**src/rtl/instr_loader_if.sv**
```systemverilog
// Bundle of the loader's control, byte-stream and instruction-memory signals.
interface instr_loader_if #(
    parameter int ADDR_WIDTH = 8
);
    logic                  load_start;
    logic [ADDR_WIDTH:0]   load_len;
    logic                  load_abort;
    logic [7:0]            byte_in;
    logic                  byte_valid;
    logic                  byte_ready;
    logic                  imem_we;
    logic [ADDR_WIDTH-1:0] imem_addr;
    logic [15:0]           imem_wdata;
    logic                  core_hold;
    logic                  load_done;
    logic                  load_error;
    logic [15:0]           checksum;

    // Host / stream side drives the requests and bytes.
    modport master (
        output load_start, load_len, load_abort, byte_in, byte_valid,
        input  byte_ready, imem_we, imem_addr, imem_wdata, core_hold,
               load_done, load_error, checksum
    );

    modport slave (
        input  load_start, load_len, load_abort, byte_in, byte_valid,
        output byte_ready, imem_we, imem_addr, imem_wdata, core_hold,
               load_done, load_error, checksum
    );
endinterface

```
**src/rtl/instr_loader.sv**
```systemverilog
// Packs a byte stream (MSB first) into 16-bit instructions and writes them to
// instruction memory from address 0, holding the core off while loading.
module instr_loader #(
    parameter int ADDR_WIDTH = 8,
    parameter int DEPTH      = 256
) (
    input logic           clock,
    input logic           reset_n,
    instr_loader_if.slave bus
);
    localparam logic [2:0] IDLE  = 3'd0;
    localparam logic [2:0] HI    = 3'd1;
    localparam logic [2:0] LO    = 3'd2;
    localparam logic [2:0] WRITE = 3'd3;
    localparam logic [2:0] DONE  = 3'd4;

    localparam logic [ADDR_WIDTH:0]   MAX_LEN   = (ADDR_WIDTH + 1)'(DEPTH);
    localparam logic [ADDR_WIDTH:0]   COUNT_ONE = {{ADDR_WIDTH{1'b0}}, 1'b1};
    localparam logic [ADDR_WIDTH-1:0] ADDR_ONE  = {{(ADDR_WIDTH - 1){1'b0}}, 1'b1};

    logic [2:0]            r_state;
    logic [ADDR_WIDTH:0]   r_len;
    logic [ADDR_WIDTH:0]   r_count;
    logic [7:0]            r_hiByte;
    logic [ADDR_WIDTH-1:0] r_addr;
    logic [15:0]           r_wdata;
    logic [15:0]           r_checksum;
    logic                  r_error;

    logic                  w_inLoad;
    logic                  w_abort;
    logic                  w_lenOk;
    logic [ADDR_WIDTH:0]   w_countNext;

    assign w_inLoad    = (r_state == HI) || (r_state == LO) || (r_state == WRITE);
    assign w_abort     = w_inLoad && bus.load_abort;
    assign w_lenOk     = (bus.load_len != '0) && (bus.load_len <= MAX_LEN);
    assign w_countNext = r_count + COUNT_ONE;

    // Abort outranks any handshake or write in the same cycle.
    always_ff @(posedge clock or negedge reset_n) begin
        if (!reset_n) begin
            r_state    <= IDLE;
            r_len      <= '0;
            r_count    <= '0;
            r_hiByte   <= '0;
            r_addr     <= '0;
            r_wdata    <= '0;
            r_checksum <= '0;
            r_error    <= 1'b0;
        end else begin
            r_error <= 1'b0;
            if (w_abort) begin
                r_state <= IDLE;
                r_error <= 1'b1;
            end else begin
                case (r_state)
                    IDLE: begin
                        if (bus.load_start) begin
                            if (w_lenOk) begin
                                r_len      <= bus.load_len;
                                r_addr     <= '0;
                                r_count    <= '0;
                                r_checksum <= '0;
                                r_state    <= HI;
                            end else begin
                                r_error <= 1'b1;
                            end
                        end
                    end
                    HI: begin
                        if (bus.byte_valid) begin
                            r_hiByte <= bus.byte_in;
                            r_state  <= LO;
                        end
                    end
                    LO: begin
                        if (bus.byte_valid) begin
                            r_wdata <= {r_hiByte, bus.byte_in};
                            r_state <= WRITE;
                        end
                    end
                    WRITE: begin
                        r_checksum <= r_checksum + r_wdata;
                        r_count    <= w_countNext;
                        if (w_countNext == r_len) begin
                            r_state <= DONE;
                        end else begin
                            r_addr  <= r_addr + ADDR_ONE;
                            r_state <= HI;
                        end
                    end
                    DONE:    r_state <= IDLE;
                    default: r_state <= IDLE;
                endcase
            end
        end
    end

    // Handshake and hold flags decode the registered state only.
    assign bus.byte_ready = (r_state == HI) || (r_state == LO);
    assign bus.imem_we    = (r_state == WRITE) && !bus.load_abort;
    assign bus.imem_addr  = r_addr;
    assign bus.imem_wdata = r_wdata;
    assign bus.core_hold  = w_inLoad;
    assign bus.load_done  = (r_state == DONE);
    assign bus.load_error = r_error;
    assign bus.checksum   = r_checksum;
endmodule

```
**src/flat_wrapper.sv**
```systemverilog
// flat-port wrapper written by rule: the top's interface ports become plain ports
module instr_loader_flat 
#(
    parameter int ADDR_WIDTH = 8,
    parameter int DEPTH      = 256
)
  (clock, reset_n, bus_load_start, bus_load_len, bus_load_abort, bus_byte_in, bus_byte_valid, bus_byte_ready, bus_imem_we, bus_imem_addr, bus_imem_wdata, bus_core_hold, bus_load_done, bus_load_error, bus_checksum);
  instr_loader_if #(.ADDR_WIDTH(ADDR_WIDTH)) bus_i ();
  input logic clock;
  input logic reset_n;
  input wire logic [$bits(bus_i.load_start)-1:0] bus_load_start;
  input wire logic [$bits(bus_i.load_len)-1:0] bus_load_len;
  input wire logic [$bits(bus_i.load_abort)-1:0] bus_load_abort;
  input wire logic [$bits(bus_i.byte_in)-1:0] bus_byte_in;
  input wire logic [$bits(bus_i.byte_valid)-1:0] bus_byte_valid;
  output wire logic [$bits(bus_i.byte_ready)-1:0] bus_byte_ready;
  output wire logic [$bits(bus_i.imem_we)-1:0] bus_imem_we;
  output wire logic [$bits(bus_i.imem_addr)-1:0] bus_imem_addr;
  output wire logic [$bits(bus_i.imem_wdata)-1:0] bus_imem_wdata;
  output wire logic [$bits(bus_i.core_hold)-1:0] bus_core_hold;
  output wire logic [$bits(bus_i.load_done)-1:0] bus_load_done;
  output wire logic [$bits(bus_i.load_error)-1:0] bus_load_error;
  output wire logic [$bits(bus_i.checksum)-1:0] bus_checksum;
  assign bus_i.load_start = bus_load_start;
  assign bus_i.load_len = bus_load_len;
  assign bus_i.load_abort = bus_load_abort;
  assign bus_i.byte_in = bus_byte_in;
  assign bus_i.byte_valid = bus_byte_valid;
  assign bus_byte_ready = bus_i.byte_ready;
  assign bus_imem_we = bus_i.imem_we;
  assign bus_imem_addr = bus_i.imem_addr;
  assign bus_imem_wdata = bus_i.imem_wdata;
  assign bus_core_hold = bus_i.core_hold;
  assign bus_load_done = bus_i.load_done;
  assign bus_load_error = bus_i.load_error;
  assign bus_checksum = bus_i.checksum;
  instr_loader #(.ADDR_WIDTH(ADDR_WIDTH), .DEPTH(DEPTH)) u_core (.clock(clock), .reset_n(reset_n), .bus(bus_i));
endmodule
```
**config.mk**
```make
export PLATFORM = sky130hd
export DESIGN_NAME = instr_loader_flat
export DESIGN_NICKNAME = d
export VERILOG_FILES = /design/src/rtl/instr_loader_if.sv /design/src/rtl/instr_loader.sv /design/src/flat_wrapper.sv
export SDC_FILE = /design/constraint.sdc
export NUM_CORES = 1
export LEC_CHECK = 0
export BUFFER_PORTS_ARGS = -buffer_cell sky130_fd_sc_hd__buf_2
export CAP_MARGIN = 15
export CORE_ASPECT_RATIO = 0.9
export CORE_MARGIN = 4
export CORE_UTILIZATION = 35
export CTS_BUF_LIST = sky130_fd_sc_hd__clkbuf_8 sky130_fd_sc_hd__clkbuf_16
export DETAILED_ROUTE_END_ITERATION = 8
export PLACE_DENSITY = 0.52
export SYNTH_ARGS = -nofsm -noshare
export SYNTH_HDL_FRONTEND = slang
export SYNTH_SLANG_ARGS = --single-unit
export TNS_END_PERCENT = 1
```
**constraint.sdc**
```tcl
create_clock -name clock -period 4.55 [get_ports clock]
set_input_delay 0.2275 -clock clock [delete_from_list [all_inputs] [get_ports clock]]
set_output_delay 0.2275 -clock clock [all_outputs]
set_load 0.02 [all_outputs]
```
# --- Word level (Yosys, flattened, before mapping) ---
# Cells that the tools add are included.
classes:
  magnitude_cmp: 1
  n_mux: 21
  bitwise_logic: 1
  n_eq_ne: 12
  reduce_logical: 15
  n_addsub: 3
ops:
  columns: ["operator", "count"]
  rows:
  - ["$mux 16", 2]
  - ["$pmux 16 s2", 1]
  - ["$mux 8", 3]
  - ["$mux 3", 6]
  - ["$mux 9", 2]
  - ["$pmux 9 s2", 1]
  - ["$add 16x16->16", 1]
  - ["$pmux 8 s2", 1]
  - ["$pmux 3 s4", 1]
  - ["$reduce_and 4->1", 3]
  - ["$add 9x1->9 const B", 1]
  - ["$eq 9x9->1", 1]
  - ["$le 9x9->1 const B", 1]
  - ["$ne 3x2->1 const B", 3]
  - ["$reduce_bool 9->1", 1]
  - ["$add 8x1->8 const B", 1]
  - ["$eq 3x2->1 const B", 2]
  - ["$reduce_and 3->1", 2]
  - ["$reduce_and 5->1", 1]
  - ["$mux 1", 4]
  - ["$ne 2x2->1 const B", 2]
  - ["$eq 3x1->1 const B", 1]
  - ["$eq 3x3->1 const B", 1]
  - ["$logic_and 1x1->1", 3]
  - ["7 further kinds", 8]
totals:
  word_cells: 61
  ff_bits: 70
  inputBits: 22

# --- Depth between registers and ports, before layout ---
# Gate-level depths: netlist of run 1.
logic_depth:
  ltp_word: 6
  depth_mapped: 9
  ltp_nobuf: 9

# --- Worst setup path before layout of run 1 ---
# Ideal clock, no wire load.
synth_timing:
  kind: "flip-flop to flip-flop"
  from: "reg u_core.r_checksum[0] (netlist: u_core.bus.checksum[0])"
  to: "reg u_core.r_checksum[10] (netlist: u_core.bus.checksum[10])"
  period_less_slack_ps: 2440
  required_ps: 4428
  t_arrival_ps: 2319
  path_stages_with_launch: 10
  slack_ps: 2110
  path_cell_list: "dfrtp_1 -> ha_1 -> fa_1 -> a21o_2 -> a21oi_1 -> o211ai_1 -> nand2_1 -> nand2b_1 -> a211o_1 -> a32o_1"
synth_via:
  elab_chain_len: 2
synth_lines:
  columns: ["item", "line_no", "rtl"]
  rows:
  - ["start: declaration", "instr_loader.sv:27", "logic [15:0] r_checksum;"]
  - ["start signal: assignment", "instr_loader.sv:84", "r_checksum <= r_checksum + r_wdata;"]
  - ["$add 16x16->16", "instr_loader.sv:84", null]
  - ["$pmux 16 s2", "instr_loader.sv:57", "case (r_state)"]
# Every way passes these cells.
# A chain may end at the register's enable or synchronous reset.

# --- Worst setup path after layout of run 1 ---
layout_timing:
  from: "reg u_core.r_state[2]"
  to: "out bus_imem_we"
layout_via:
  elab_chain_len: 2
layout_lines:
  columns: ["item", "line_no", "rtl"]
  rows:
  - ["start: declaration", "instr_loader.sv:21", "logic [2:0] r_state;"]
  - ["start signal: assignment", "instr_loader.sv:43", "r_state <= IDLE;"]
  - ["start signal: assignment", "instr_loader.sv:54", "r_state <= IDLE;"]
  - ["start signal: assignment", "instr_loader.sv:65", "r_state <= HI;"]
  - ["$eq 3x2->1", "instr_loader.sv:102", "assign bus.imem_we = (r_state == WRITE) && !bus.load_abort;"]
  - ["$logic_and 1x1->1", "instr_loader.sv:102", null]
  - ["end: declaration", "flat_wrapper.sv:17", "output wire logic [$bits(bus_i.imem_we)-1:0] bus_imem_we;"]
# Every way passes these cells.

==> results.md, run 1 <==
* Status: finished, final reports clean
* TritonCTS clock tree: done
* Final setup viols at 0
* Max-slew violation count at 0
* CP required at 4320 ps
* Worst ir drop on vdd at 0.174 mV
* Mean Syn Cell Area at about 10 µm²
* Critical Path AT at between 2000 and 3000 ps
* Placer Congestion at approximately 0.77
* Final Hold Fails at 0
* Syn_nets at approximately 440
* Reg clk slew, reported paths at about 60 ps
* First-pass GRT wire length at between 15000 and 20000 µm
* WHS at between 100 and 150 ps
* Synth warn at 0
* Gr ovfl total at 0
* CTS buffer count at 9
* Largest net degree at the start of global routing at 42
* Post-synthesis sequential area ratio at around 44%
* Diode count at 0
* Layout cells sized above 1 at between 20% and 30%
* Port bufs at 66
* Max Cap Viol at 0
* Origin of the critical flop-to-flop path: u_core.bus.checksum[0]$_DFFE_PN0P_
* Worst-path fanout max at 27
* Root buf cell: clkbuf_16
* Mapped Area at around 4000 µm²
* Initial antenna violation count at 0
* Fin Setup TNS at 0 ps
* FILL cells at ~1100
* Drt drc at 0
* Reg2Reg Setup Slack at approximately 1800 ps
* Die H at 110 µm
* Overall power at between 2000 and 2500 µW
* RSZ-0062 raised after global routing: false
* Switching share of power at 35.4%
* 1st-pass router iterations at 5
* Fin crit share at between 60% and 70%
* DP Area at approximately 4400 µm²
* Full die area at 13300 µm²
* Synth unique cells at 67
* Clk Latency, worst-skew pair at ~330 ps
* Dominant cell type by area after synthesis: dfrtp_1
* Wire per inst at approximately 16 µm
* Net Switching at approximately 870 µW
* Layout Area Growth over Synthesis at 18.9%
* Hold path start: bus_load_len[2]
* Routed vias at 3237
* Die width at ~120 µm
* Setup WS pre-CTS at 1860 ps
* EDFF count, synth at 0
* Dominant register cell in the synthesized netlist: dfrtp_1
* Avg Vias per Cell at between 5 and 6
* Largest cells by area after synthesis: dfrtp_1 (44%), mux2_2 (6.7%), nand2_1 (5.8%)
* Commonest non-fill, non-tap cell in the layout: dfrtp_1
* # nets final at between 500 and 600
* Seq cells post-synth at 70
* Clock Skews at 12.2 ps
* Rows at 36
* Post-CTS Setup Inserts at 0
* Crit path from: u_core.r_state[2]$_DFFE_PN0P_
* Total I/O pin count at 67
* Synth async-reset ratio at 100%
* Sink Count at 70
* # resized after CTS at 0
* Pint at 1580 µW
* Measured slew at the worst slew-check pin at between 900 and 1000 ps
* GRT Total Usage at about 16%
* Cells after synthesis at 402
* Flop pwr share at 38.0%
* Number of global-route vias before repair at 3140
* Clk pwr share at between 30% and 40%
* Yosys top cell area share at 43.6%
* Final ANT Viol Nets at 0
* Hold WC Path Type: in -> reg
* CTS Hold Bufs at 1
* Initial DRC count at 187
* Most frequent cells in the layout: dfrtp_1 (70), buf_2 (66), nand2_1 (62), o21ai_0 (33), mux2_2 (24)
* Fmax at roughly 0.36 GHz
* Crit. End Element: primary output
* Tmin final at approximately 2800 ps
* Initial Util at 36.4%
* Floorplan core area at roughly 11000 µm²
* Final HPWL DP at about 7300 µm
* WL final at 9780 µm
* Final worst setup slack at 1770 ps
* Critical path startpoint category: flop
* Static leakage at between 0.002 and 0.0025 µW
* PD cells at 512 nW/µm²
* Final Cell Area at between 4000 and 5000 µm²
* CTS max path bufs at 2
* Rel. slew slack at between 30% and 40%
* Setup CP Type: reg -> out
* H-tree lvl count at 3
* Logic pwr share at between 30 and 40%
power by group through the flow:
stage                     Sequential, µW  Clock (µW)  Combinational (µW)
after detailed placement             948           0                 764
after global routing                 963         800                 845
after CTS                            937         777                 768
final                                931         757                 761
after floorplan                      987           0                 479
after global placement               944           0                 753
state kept, by name, indices dropped and copies added, names as in the netlist:
register and cells:
u_core.bus.imem_addr 8, u_core.r_len 9, u_core.r_hiByte 8, u_core.bus.checksum 16
u_core.r_count 9, u_core.bus.load_error 1, u_core.r_state 3, u_core.bus.imem_wdata 16
through the flow:
| stage | std cells | util, % |
|---|---|---|
| after floorplan | 402 | - |
| after CTS | 621 | 43.3 |
| after detailed placement | 604 | 40.3 |
| final | 621 | 43.3 |
| after global placement | 604 | 40.3 |
| after global routing | 621 | 43.3 |
synth_stat cells, types with 3 or more instances:
| cell | count |
|---|---|
| dfrtp_1 | 70 |
| nand2_1 | 62 |
| o21ai_0 | 33 |
| mux2_2 | 24 |
| nor2_1 | 19 |
| ha_1 | 17 |
| a21oi_1 | 16 |
| nand3_1 | 14 |
| inv_1 | 9 |
| o31ai_1 | 9 |
| xor2_1 | 9 |
| clkbuf_1 | 8 |
| xnor2_1 | 8 |
| nor2b_1 | 7 |
| a21o_1 | 5 |
| buf_2 | 5 |
| and2_1 | 4 |
| buf_6 | 4 |
| nand2b_1 | 4 |
| nand4_1 | 4 |
| o21ai_1 | 4 |
| o311ai_1 | 4 |
| a22o_1 | 3 |
| mux2i_1 | 3 |
| o21a_1 | 3 |
| or4_1 | 3 |
logic make-up after synthesis:
group / share of synthesized area [%]
buffers and inverters: 3.52
AND/OR/NAND/NOR: 16.9
multiplexers: 7.47
adder cells (fa/ha/maj): 5.79
AO/OA/AOI/OAI: 19.0
flip-flops: 43.6
XOR/XNOR: 3.71
worst max-delay path: stages, from the launching register on:
cell and delay, ps:
dfrtp_1 530, or3_1 820, inv_1 550, buf_2 310
final timing paths:
| path | end | cells past startpoint |
|---|---|---|
| worst max register to register | u_core.bus.checksum[14]$_DFFE_PN0P_ | 9 |
| min in group asynchronous | u_core.bus.imem_addr[0]$_DFFE_PN0P_ | 2 |
| worst min register to register | u_core.bus.imem_wdata[12]$_DFFE_PN0P_ | 1 |
| worst min-delay path | u_core.r_len[2]$_DFFE_PN0P_ | 3 |
| max in group asynchronous | u_core.bus.checksum[8]$_DFFE_PN0P_ | 3 |
| worst max-delay path | bus_imem_we | 3 |
layout make-up:
class | count | area, µm² | area share (%)
clock inverters | 7 | 97.6 | 2.04
inverters | 9 | 33.8 | 0.707
multi-input cells | 305 | 2120 | 44.5
clock buffers | 9 | 225 | 4.71
repair buffers | 69 | 355 | 7.44
well taps | 152 | 190 | 3.98
flip-flops and latches | 70 | 1750 | 36.7
routing by layer:
| layer | vias to the layer above | track usage [%] | part of all wire, % |
|---|---|---|---|
| li1 | 1588 | - | - |
| met1 | 1575 | 22.1 | 49 |
| met2 | 61 | 23.2 | 45 |
| met3 | 13 | 2.93 | 3.9 |
| met4 | 0 | 6.39 | 2.0 |
| met5 | - | 0 | 0 |
Note: power is estimated with default switching activity, not from simulation.
==> run 2: changes to the inputs <==
--- a/config.mk
+++ b/config.mk
@@ -5,6 +5,7 @@
 export SDC_FILE = /design/constraint.sdc
 export NUM_CORES = 1
 export LEC_CHECK = 0
+export ABC_AREA = 1
 export BUFFER_PORTS_ARGS = -buffer_cell sky130_fd_sc_hd__buf_2
 export CAP_MARGIN = 15
 export CORE_ASPECT_RATIO = 0.9
==> constraint.sdc (replaced) <==
create_clock -name clock -period 2.69 [get_ports clock]
set_input_delay 0.1345 -clock clock [delete_from_list [all_inputs] [get_ports clock]]
set_output_delay 0.1345 -clock clock [all_outputs]
set_load 0.02 [all_outputs]
==> run 2 against run 1 <==
Effect of this change: sequential power rose by 79%; largest power group is now combinational logic; combinational power up 140%; register-to-register slack lost 1200 ps; first-iteration DRC count rose by 4.8%; count of clock-buffer cells in the layout did not move.
==> results.md, run 2 <==
* Fin Setup TNS at 0 ps (unchanged)
* M1 WL at 4790 µm (-1.0%)
* Layout Area Growth over Synthesis at 20.4%
* Gr ovfl total at 0 (unchanged)
* Fin crit share at about four fifths
* Routed vias at 3577 (+11%)
* Full die area at 13200 µm² (-0.52%)
* Mapped Area at 4000 µm² (-0.56%)
* Reg clk slew, reported paths at 60 ps (about the same)
* # resized after CTS at 0 (unchanged)
* Dominant cell type by area after synthesis: dfrtp_1
* Met3 wire length at 475 µm (+24%)
* Clock Skews at 5.32 ps (-6.90 ps)
* Final Hold Fails at 0 (unchanged)
* Layout cells sized above 1 at 18.5% (-8.1 points)
* Measured slew at the worst slew-check pin at 648 ps (-337 ps)
* Root buf cell: clkbuf_16
* Max Used Layer: met4
* Crit path cell chain: inv_1, nand3_1, nor2_1, buf_4, buf_2
* Critical Path AT at 1980 ps (-570 ps)
* Reg2Reg Setup Slack at 610 ps (-1230 ps)
* CTS buffer count at 9 (unchanged)
* Synth async-reset ratio at 100% (unchanged)
* Total I/O pin count at 67 (unchanged)
* Max-slew violation count at 0 (unchanged)
* Diode count at 0 (unchanged)
* Die width at 121 µm (-0.26%)
* TritonCTS clock tree: done
* Top-count cell post-synth: nand2_1
* First-pass GRT wire length at 17400 µm (+7.6%)
* Clk Latency, worst-skew pair at 340 ps (about the same)
* Cells after DPL at 724 (+20%)
* Most instantiated cells after synthesis: nand2_1 (154), dfrtp_1 (70), inv_1 (55)
* EDFF count, synth at 0 (unchanged)
* Yosys top cell area share at 43.8% (+0.25 points)
* 1st-pass router iterations at 4 (-1)
* Mean Syn Cell Area at 7.82 µm² (-22%)
* Syn_nets at 551 (+25%)
* WL final at 10400 µm (+6.3%)
* Max Cap Viol at 0 (unchanged)
* Largest cells by area after synthesis: dfrtp_1 (44%), nand2_1 (14%), nand3_1 (6.4%)
* Cells after synthesis at 511 (+27%)
* Synth warn at 0 (unchanged)
* CP max stage cell: nor2_1
* Seq cells post-synth at 70 (unchanged)
* FILL cells at 1162 (+7.7%)
* Fin util at 43.8% (+0.46 points)
* CTS max path bufs at 2 (unchanged)
* # nets final at 624 (+24%)
* Initial antenna violation count at 0 (unchanged)
* Sink Count at 70 (unchanged)
* Die H at 109 µm (-0.26%)
* Peak per-stage delay on the critical path at 430 ps (-390 ps)
* Wire per inst at 14.0 µm (-11%)
* Worst-path fanout max at 11 (-59%)
* Critical path startpoint category: flop
* CP required at 2560 ps (-1760 ps)
* Crit. End Element: primary output
* Post-synthesis sequential area ratio at 43.8% (+0.25 points)
* Status: finished, final reports clean
* H-tree lvl count at 3 (unchanged)
* PD cells at 990 nW/µm² (+93%)
* Initial Util at 36.4% (-0.056 points)
* Post-CTS Setup Inserts at 0 (unchanged)
* Dominant register cell in the synthesized netlist: dfrtp_1
* WL met2 at 5030 µm (+15%)
* Overall power at 4760 µW (+95%)
* Hold WC Path Type: in -> reg
* Final setup viols at 0 (unchanged)
* Synth unique cells at 39 (-42%)
* Rel. slew slack at 56.7% (+22 points)
* Final HPWL DP at 7780 µm (+7.2%)
* Buf+Inv Stages, Crit Path at 3 (+1)
* GRT Total Usage at 16.6% (+1.1 points)
* Number of global-route vias before repair at 3567 (+14%)
* Port bufs at 66 (unchanged)
* WHS at 18.1 ps (-88.8 ps)
* Drt drc at 0 (unchanged)
* Tmin final at between 2000 and 2500 ps
* Placer Congestion at 0.847 (+9.9%)
* Commonest non-fill, non-tap cell in the layout: nand2_1
* Post-route insts no fill at 741 (+19%)
* RSZ-0062 raised after global routing: false
* CP delay by family, top: simple AND/OR/NAND/NOR gates
* Final ANT Viol Nets at 0 (unchanged)
* Largest net degree at the start of global routing at 38 (-9.5%)
* Initial DRC count at 196 (+4.8%)
* Avg Vias per Cell at 4.83 (-7.4%)
* Setup CP Type: reg -> out
* Static leakage at 0.00251 µW (+8.9%)
* Worst ir drop on vdd at 0.369 mV (+110%)
* Fmax at 0.473 GHz
* Floorplan core area at 11000 µm² (-0.41%)
* Rows at 36 (unchanged)
* Most frequent cells in the layout: nand2_1 (154), dfrtp_1 (70), buf_2 (66), inv_1 (55), nand3_1 (51)
==> run 2: cell count changes after synthesis, moves of 6 or more <==
cell,before,now
nand2_1,62,154
inv_1,9,55
nand3_1,14,51
mux2_2,24,6
o21ai_0,33,48
nor2_1,19,29
o31ai_1,9,0
nor2b_1,7,0
xor2_1,9,3
==> run 2: report_power, final <==
part	switching (µW)	total (µW)	internal, µW
sequential	296	1670	1370
clock	511	1240	730
combinational	1220	1860	637
total	2020	4760	2740
==> run 2: timing repair <==
action	CTS	global route
endpoints found under the hold margin	70	0
hold buffers	1	0
setup endpoints to repair	0	0
==> run 2: layer usage <==
| metal | GRT usage [%] | vias up |
|---|---|---|
| met1 | 21.5 | 1674 |
| met3 | 3.29 | 7 |
| met2 | 28.3 | 74 |
| li1 | - | 1822 |
| met4 | 5.34 | 0 |
| met5 | 0 | - |
==> run 2: per-stage QoR <==
| stage | setup WS [ps] | area [µm²] |
|---|---|---|
| 2_1_floorplan | 734 | 4000 |
| 3_3_place_gp | 651 | 4490 |
| 3_5_place_dp | 624 | 4490 |
| 4_1_cts | 553 | 4810 |
| 5_1_grt | 331 | 4810 |
| 6_report | 574 | 4810 |
==> run 2: layout make-up <==
type                       count  area (µm²)  share of cell area (%)
clock inverter                 7        81.3                    1.69
timing repair buffer          71         370                    7.70
clock buffer                   9         225                    4.68
multi-input combinational    375        1980                    41.1
inverter                      57         214                    4.45
tap                          152         190                    3.95
sequential                    70        1750                    36.4
==> run 2: cell families after synthesis <==
logic type | share of synthesized area [%]
AO/OA/AOI/OAI | 11.7
XOR/XNOR | 1.32
adder cells (fa/ha/maj) | 5.83
buffers and inverters | 6.67
flip-flops | 43.8
multiplexers | 2.25
AND/OR/NAND/NOR | 28.4
==> run 2: worst paths after layout <==
check,from,end,cells after the start
setup reg to reg,u_core.bus.imem_wdata[2]$_DFFE_PN0P_,u_core.bus.checksum[15]$_DFFE_PN0P_,10
hold reg to reg,u_core.r_hiByte[1]$_DFFE_PN0P_,u_core.r_hiByte[1]$_DFFE_PN0P_,2
setup / recovery,u_core.r_state[2]$_DFFE_PN0P_,bus_imem_we,5
hold / removal,bus_load_len[2],u_core.r_len[2]$_DFFE_PN0P_,3
max in group asynchronous,reset_n,u_core.r_count[6]$_DFFE_PN0P_,3
min in group asynchronous,reset_n,u_core.bus.checksum[11]$_DFFE_PN0P_,3
==> run 2: tightest hold or removal path, delay by kind of cell <==
family                 cells  cell delay, ps
AOI/OAI and AO/OA          1              50
buffers and inverters      1              90
and+or+nand+nor            1              40
